--- config.mk ---
export PLATFORM = sky130hd
export DESIGN_NAME = frame_sched
export DESIGN_NICKNAME = d
export VERILOG_FILES = /design/src/rtl/frame_sched_pkg.sv /design/src/rtl/frame_sched_tick.sv /design/src/rtl/frame_sched.sv
export SDC_FILE = /design/constraint.sdc
export NUM_CORES = 1
export LEC_CHECK = 0
export ABC_AREA = 0
export BUFFER_PORTS_ARGS = -buffer_cell sky130_fd_sc_hd__buf_4
export CAP_MARGIN = 15
export CELL_PAD_IN_SITES_DETAIL_PLACEMENT = 0
export CELL_PAD_IN_SITES_GLOBAL_PLACEMENT = 2
export CORE_ASPECT_RATIO = 0.8
export CORE_MARGIN = 2
export CORE_UTILIZATION = 33
export DETAILED_ROUTE_END_ITERATION = 16
export GPL_TIMING_DRIVEN = 0
export PLACE_DENSITY = 0.75
export RECOVER_POWER = 25
export SETUP_SLACK_MARGIN = 0.1
export SLEW_MARGIN = 20
export SYNTH_ARGS = -nofsm -noshare
export SYNTH_HDL_FRONTEND = slang
export SYNTH_HIERARCHICAL = 1
export SYNTH_SLANG_ARGS = --single-unit
--- constraint.sdc ---
create_clock -name clk_32k -period 2.7 [get_ports clk_32k]
set_input_delay 0.135 -clock clk_32k [delete_from_list [all_inputs] [get_ports clk_32k]]
set_output_delay 0.135 -clock clk_32k [all_outputs]
set_load 0.01 [all_outputs]
--- src/rtl/frame_sched_pkg.sv ---
// Shared types and constants for the frame scheduler.
package frame_sched_pkg;

    localparam int unsigned TICK_CYC_DEF  = 6554;
    localparam int unsigned WDT_CYC_DEF   = 32768;
    localparam int unsigned TIMER_SEL_MAX = 300;
    localparam int unsigned SEL_W         = 9;
    localparam int unsigned MISS_W        = 4;

    typedef enum logic [1:0] {
        IDLE = 2'd0,
        WAIT = 2'd1,
        REQ  = 2'd2,
        RUN  = 2'd3
    } sched_state_e;

    // Period selection forced into [1, TIMER_SEL_MAX] ticks.
    function automatic logic [SEL_W-1:0] sel_clamp(input logic [SEL_W-1:0] sel);
        if (sel == '0) begin
            return SEL_W'(1);
        end
        if (sel > SEL_W'(TIMER_SEL_MAX)) begin
            return SEL_W'(TIMER_SEL_MAX);
        end
        return sel;
    endfunction

endpackage

--- src/rtl/frame_sched_tick.sv ---
// Tick prescaler and period counter; expire marks the last cycle of a period.
module frame_sched_tick
    import frame_sched_pkg::*;
#(
    parameter int unsigned TICK_CYC = TICK_CYC_DEF
) (
    input  logic             clk_32k,
    input  logic             rst_n,
    input  logic             run,
    input  logic             restart,
    input  logic [SEL_W-1:0] sel_eff,
    output logic             expire
);

    localparam int unsigned TICK_W = (TICK_CYC > 1) ? $clog2(TICK_CYC) : 1;

    logic [TICK_W-1:0] tick_cnt_q;
    logic [SEL_W-1:0]  per_cnt_q;
    logic              tick_wrap;
    logic              per_last;

    assign tick_wrap = (tick_cnt_q == TICK_W'(TICK_CYC - 1));
    assign per_last  = (per_cnt_q == (sel_eff - SEL_W'(1)));
    assign expire    = run && !restart && tick_wrap && per_last;

    // Counters hold while run is low so a stopped period never re-expires.
    always_ff @(posedge clk_32k or negedge rst_n) begin
        if (!rst_n) begin
            tick_cnt_q <= '0;
            per_cnt_q  <= '0;
        end else if (restart) begin
            tick_cnt_q <= '0;
            per_cnt_q  <= '0;
        end else if (run) begin
            if (tick_wrap) begin
                tick_cnt_q <= '0;
                per_cnt_q  <= per_last ? '0 : per_cnt_q + SEL_W'(1);
            end else begin
                tick_cnt_q <= tick_cnt_q + TICK_W'(1);
            end
        end
    end

endmodule

--- src/rtl/frame_sched.sv ---
// Periodic frame request scheduler with miss accounting.
// Optional frame watchdog enabled by defining FRAME_SCHED_WDT_EN.
module frame_sched
    import frame_sched_pkg::*;
#(
    parameter int unsigned TICK_CYC = TICK_CYC_DEF,
    parameter int unsigned WDT_CYC  = WDT_CYC_DEF
) (
    input  logic              clk_32k,
    input  logic              rst_n,
    input  logic              rg_timer_on,
    input  logic              rg_timer_mode,
    input  logic [SEL_W-1:0]  rg_timer_sel,
    input  logic              frame_ack,
    input  logic              frame_done_flag,
    input  logic              ovr_clear,
    output logic              frame_req,
    output logic              frame_on,
    output logic              timer_int,
    output logic              timer_ovr_flag,
    output logic [MISS_W-1:0] miss_cnt,
    output logic              wdt_to_flag,
    output logic [1:0]        sched_state
);

    sched_state_e     state_q;
    sched_state_e     state_d;
    logic             frame_req_d;
    logic             frame_on_d;
    logic [SEL_W-1:0] sel_eff_q;
    logic             run;
    logic             restart;
    logic             expire;
    logic             miss;
    logic             wdt_to;

    // Counters keep running through REQ/RUN only in auto mode.
    assign run     = (state_q == WAIT) ||
                     (((state_q == REQ) || (state_q == RUN)) && rg_timer_mode);
    assign restart = (state_q == IDLE) && rg_timer_on;
    assign miss    = expire && (state_q != WAIT);

    assign sched_state = state_q;

    frame_sched_tick #(
        .TICK_CYC (TICK_CYC)
    ) u_tick (
        .clk_32k  (clk_32k),
        .rst_n    (rst_n),
        .run      (run),
        .restart  (restart),
        .sel_eff  (sel_eff_q),
        .expire   (expire)
    );

    always_ff @(posedge clk_32k or negedge rst_n) begin
        if (!rst_n) begin
            state_q   <= IDLE;
            frame_req <= 1'b0;
            frame_on  <= 1'b0;
        end else begin
            state_q   <= state_d;
            frame_req <= frame_req_d;
            frame_on  <= frame_on_d;
        end
    end

    always_comb begin
        state_d = state_q;
        case (state_q)
            IDLE: if (rg_timer_on) state_d = WAIT;
            WAIT: begin
                if (!rg_timer_on) begin
                    state_d = IDLE;
                end else if (expire) begin
                    state_d = REQ;
                end
            end
            REQ: begin
                if (!rg_timer_on) begin
                    state_d = IDLE;
                end else if (frame_ack) begin
                    state_d = RUN;
                end
            end
            RUN: begin
                // A running frame always completes; disable only takes effect after it.
                if (frame_done_flag || wdt_to) begin
                    state_d = (rg_timer_mode && rg_timer_on) ? WAIT : IDLE;
                end
            end
            default: state_d = IDLE;
        endcase
    end

    always_comb begin
        frame_req_d = 1'b0;
        frame_on_d  = 1'b0;
        frame_req_d = (state_d == REQ);
        frame_on_d  = (state_d == RUN);
    end

    // Period bookkeeping; a miss wins over a coincident clear.
    always_ff @(posedge clk_32k or negedge rst_n) begin
        if (!rst_n) begin
            timer_int      <= 1'b0;
            sel_eff_q      <= SEL_W'(1);
            miss_cnt       <= '0;
            timer_ovr_flag <= 1'b0;
        end else begin
            timer_int <= expire;
            if (restart || expire) begin
                sel_eff_q <= sel_clamp(rg_timer_sel);
            end
            if (miss) begin
                timer_ovr_flag <= 1'b1;
                if (ovr_clear) begin
                    miss_cnt <= MISS_W'(1);
                end else if (miss_cnt != '1) begin
                    miss_cnt <= miss_cnt + MISS_W'(1);
                end
            end else if (ovr_clear) begin
                timer_ovr_flag <= 1'b0;
                miss_cnt       <= '0;
            end
        end
    end

`ifdef FRAME_SCHED_WDT_EN
    localparam int unsigned WDT_W = $clog2(WDT_CYC + 1);

    logic [WDT_W-1:0] wdt_cnt_q;

    assign wdt_to = (state_q == RUN) && !frame_done_flag &&
                    (wdt_cnt_q == WDT_W'(WDT_CYC - 1));

    always_ff @(posedge clk_32k or negedge rst_n) begin
        if (!rst_n) begin
            wdt_cnt_q   <= '0;
            wdt_to_flag <= 1'b0;
        end else begin
            wdt_cnt_q <= (state_q == RUN) ? wdt_cnt_q + WDT_W'(1) : '0;
            if (wdt_to) begin
                wdt_to_flag <= 1'b1;
            end else if (ovr_clear) begin
                wdt_to_flag <= 1'b0;
            end
        end
    end
`else
    logic wdt_cyc_unused;

    assign wdt_cyc_unused = ^WDT_CYC;
    assign wdt_to         = 1'b0;
    assign wdt_to_flag    = 1'b0;
`endif

endmodule

==> metrics.md <==
| Metric | Value |
|---|---|
| Worst setup SP type | `flip-flop` |
| Core region area | `between 0.007 and 0.008 mm²` |
| Number of port buffers | `25` |
| Async S/R FF share, synth | `1.00` |
| Gate family responsible for the most delay along the worst path | `simple AND/OR/NAND/NOR gates` |
| Total length of routed wires | `5790 µm` |
| Fin. max-slew vios | `0` |
| Pwr/cell area | `459 mW/mm²` |
| Layout cell share with drive strength beyond 1 | `0.260` |
| Top library cells by usage in the layout, fill and taps aside | `sky130_fd_sc_hd__dfrtp_1, sky130_fd_sc_hd__buf_4, sky130_fd_sc_hd__nand2_1` |
| Max stage delay cell, worst path | `sky130_fd_sc_hd__or4b_4` |
| Die Y-Extent | `between 80 and 90 µm` |
| Diodes inserted | `0` |
| Number of sinks on the clock net | `41` |
| Crit path buf inv count | `2` |
| Kind of path behind the tightest hold check | `input pin to flip-flop` |
| Sequential element share of the synthesized area | `0.417` |
| Final critical-path setup slack | `just over 0.06 ns` |
| Routed wire per std cell | `around 14 µm` |
| Standard-cell rows | `28` |
| Worst IR Drop VDD | `roughly 0.19 mV` |
| Number of nets still failing antenna checks after routing | `0` |
| Number of flops mapped to enable cells by yosys | `0` |
| RSZ-0062 raised after global routing | `true` |
| Worst slew pin tran | `1.06 ns` |
| Top flip-flop cell by instance count after synthesis | `sky130_fd_sc_hd__dfrtp_1` |
| Maximum number of pins on one net before global-route repair | `42` |
| Type of element capturing the critical path | `flip-flop` |
| Count of cell types in the netlist | `between 60 and 70` |
| Fillers | `around 750` |
| Post-route cell area | `between 0.003 and 0.004 mm²` |
| Largest driver fanout on the critical path | `5` |
| Mapped Nets | `just under 300` |
| Highest layer used for signal routing | `met4` |
| Total via count in the routed design | `around 2100` |
| Class of the most critical setup path | `flip-flop to flip-flop` |
| Clk pin slew, worst setup/hold paths | `0.09 ns` |
| Clk_skew | `around 0.012 ns` |
| Synth Area per Inst | `slightly above 9 µm²` |
| Final count of hold timing violations | `0` |
| Mapped Cells | `around 270` |
| Final setup violation count | `0` |
| Most frequent standard cell in the layout excluding fill and tap cells | `sky130_fd_sc_hd__dfrtp_1` |
| Number of DRC violations after detailed-routing iteration 0 | `roughly 100` |
| Vias in the first global route | `2001` |
| Count of max-cap constraint violations | `0` |
| Initial antenna violation count | `0` |
| Result of the run | `completed` |
| Post-place instance area | `~0.0028 mm²` |
| Yosys warning total | `6` |
| Length of routed met3 wiring | `~170 µm` |
| Buffer type at the clock tree root | `sky130_fd_sc_hd__clkbuf_8` |
| Flops & latches, synth | `slightly above 40` |
| Worst endpoint required time | `2.93 ns` |
| Total half-perimeter wirelength after legalization and detailed placement | `about 4000 µm` |
| Static Leak | `~1.3 nW` |
| DIE WIDTH | `101 µm` |
| First-pass GRT wire length | `between 9000 and 10000 µm` |
| Worst relative slew slack | `0.292` |
| Area Growth Syn to Fin | `24.8%` |
| Net count reported at finish | `around 340` |
| Starting utilization of the core area | `0.336` |
| Netlist Area Pre-Place | `0.00246 mm²` |
| Crit-path cells | `xnor2_4 -> or4b_4 -> a21oi_4 -> nor3_4 -> nor4_4 -> buf_6 -> nand2_1 -> mux2_2 -> mux2_4 -> clkinv_2 -> and2_1` |
| Data arrival at the endpoint of the critical path | `2.86 ns` |
| Number of buffers created by CTS | `5` |
| Slowest stage delay, CP | `slightly above 0.5 ns` |
| DRC | `0` |
| Total routed wire length on the met1 layer | `approximately 3100 µm` |
| Total met2 wirelength after detailed routing | `2460 µm` |
| Time the final worst path needs with I/O delays and setup | `about 2.6 ns` |
| Ports placed on the boundary | `27` |
| Pre-CTS worst setup slack | `-0.383 ns` |
| Longest Clk Path Bufs | `2` |
| Placer congestion estimate | `0.722` |
| TritonCTS clock tree | `done` |
| Gr usage total | `0.154` |
| Max Clock Freq | `379 MHz` |
| Final cycle utilization of the critical path | `0.977` |
| H-tree depth | `2` |
| Number of vias per cell after detailed routing | `about 5` |
| Area of the die | `around 0.0082 mm²` |
| Drt first pass iters | `4` |
| Clock latency at the later pin of the worst-skew pair | `slightly below 0.3 ns` |
| Sum of overflow across all layers after global routing | `0` |
-- routing by layer --
| metal | track usage | up-vias |
|---|---|---|
| met2 | 0.222 | 23 |
| li1 | - | 1040 |
| met5 | 0 | - |
| met1 | 0.233 | 983 |
| met4 | 0.0329 | 0 |
| met3 | 0.0344 | 5 |
-- cell families after synthesis --
kind of cell | after synthesis | share of synthesized area
other | 1 | 0.00152
and+or+nand+nor | 128 | 0.294
muxes | 4 | 0.0193
buffers and inverters | 20 | 0.0386
DFF | 41 | 0.417
AOI/OAI and AO/OA | 54 | 0.136
xor gates and xnor gates | 19 | 0.0676
adders and majority gates | 5 | 0.0254
-- stage by stage --
step	instances	hold slack, ns	power (W)	util	setup TNS [ns]
global route	405	0.0109	0.00150	0.420	-0.0523
global placement	387	0.162	0.000882	0.378	-3.10
detailed placement	387	0.175	0.000883	0.378	-2.88
floorplan	272	-0.161	0.000806	-	0
CTS	401	0.0111	0.00141	0.406	0
finish	405	0.0188	0.00141	0.420	0
-- state kept, by name (all words and copies together), names as in the netlist --
name and count:
timer_ovr_flag 1, u_tick/per_cnt_q 9, frame_req 1, miss_cnt 4, sched_state 2, timer_int 1, u_tick/tick_cnt_q 13, sel_eff_q 9
frame_on 1
-- worst register-to-register path: stages, from the launching register on --
cell	delay [ns]
sky130_fd_sc_hd__dfrtp_2	0.47
sky130_fd_sc_hd__xnor2_4	0.16
sky130_fd_sc_hd__or4b_4	0.51
sky130_fd_sc_hd__a21oi_4	0.18
sky130_fd_sc_hd__nor3_4	0.08
sky130_fd_sc_hd__nor4_4	0.31
sky130_fd_sc_hd__buf_6	0.15
sky130_fd_sc_hd__nand2_1	0.04
sky130_fd_sc_hd__mux2_2	0.25
sky130_fd_sc_hd__mux2_4	0.27
sky130_fd_sc_hd__clkinv_2	0.05
sky130_fd_sc_hd__and2_1	0.11
-- timing repair --
item / in CTS / in global routing
resized for setup: 7 / 18
buffers inserted: 7 / 4
endpoints found under the hold margin: 40 / 0
pin swaps: 7 / 6
setup endpoints to repair: 17 / 16
cloned: 0 / 0
hold buffers: 1 / 0
-- path summary, 6_finish.rpt --
check                                         to  cells past startpoint  slack (ns)                   from
hold / removal                       miss_cnt[3]                      2        0.02              ovr_clear
max in group asynchronous    u_tick/per_cnt_q[7]                      2        1.41                  rst_n
min in group asynchronous   u_tick/tick_cnt_q[1]                      2        0.55                  rst_n
setup / recovery                       frame_req                     11        0.06           sel_eff_q[7]
hold reg to reg            u_tick/tick_cnt_q[12]                      1        0.50  u_tick/tick_cnt_q[12]
setup reg to reg                       frame_req                     11        0.06           sel_eff_q[7]
-- Yosys cell counts (all sizes together), types with 2 or more instances --
cell type  count  area share
nand2b         6       0.016
nand2         36       0.058
buf            7       0.018
nand3         14       0.028
o22ai          4       0.010
and2           5       0.013
nor3          10       0.024
nand4b         2      0.0071
mux2           3       0.015
a211o          2      0.0071
nor2          22       0.035
xor2           3       0.011
inv            8       0.012
nand4          3      0.0076
and3b          2      0.0071
xnor2         16       0.057
or3            3      0.0076
nor4bb         2      0.0081
o211ai         2      0.0061
a21oi         12       0.024
nor2b          7       0.018
dfrtp         40        0.41
o31ai          2      0.0061
nor4           5       0.025
o21ai         21       0.043
o2bb2ai        2      0.0071
nor3b          2       0.011
a211oi         2      0.0081
ha             5       0.025
or3b           2      0.0081
or2            3      0.0076
clkbuf         4      0.0061
-- where the power goes --
group / leakage, nW / total [W] / switching, W / internal [W]
combinational: 0.674 / 0.000225 / 0.000119 / 0.000106
sequential: 0.549 / 0.000690 / 0.0000462 / 0.000643
clock: 0.0552 / 0.000496 / 0.000221 / 0.000275
total: 1.28 / 0.00141 / 0.000387 / 0.00102
-- area by class of cell --
class	instances	area [µm²]	area share
Clock buffer	6	72.6	0.0236
Inverter	9	35.0	0.0114
Tap cell	90	113	0.0367
Clock inverter	2	35.0	0.0114
Multi-Input combinational cell	211	1450	0.473
Timing Repair Buffer	37	278	0.0904
Sequential cell	41	1030	0.335
Buffer	9	57.6	0.0187
No activity file was read; power rests on OpenSTA's default activity.
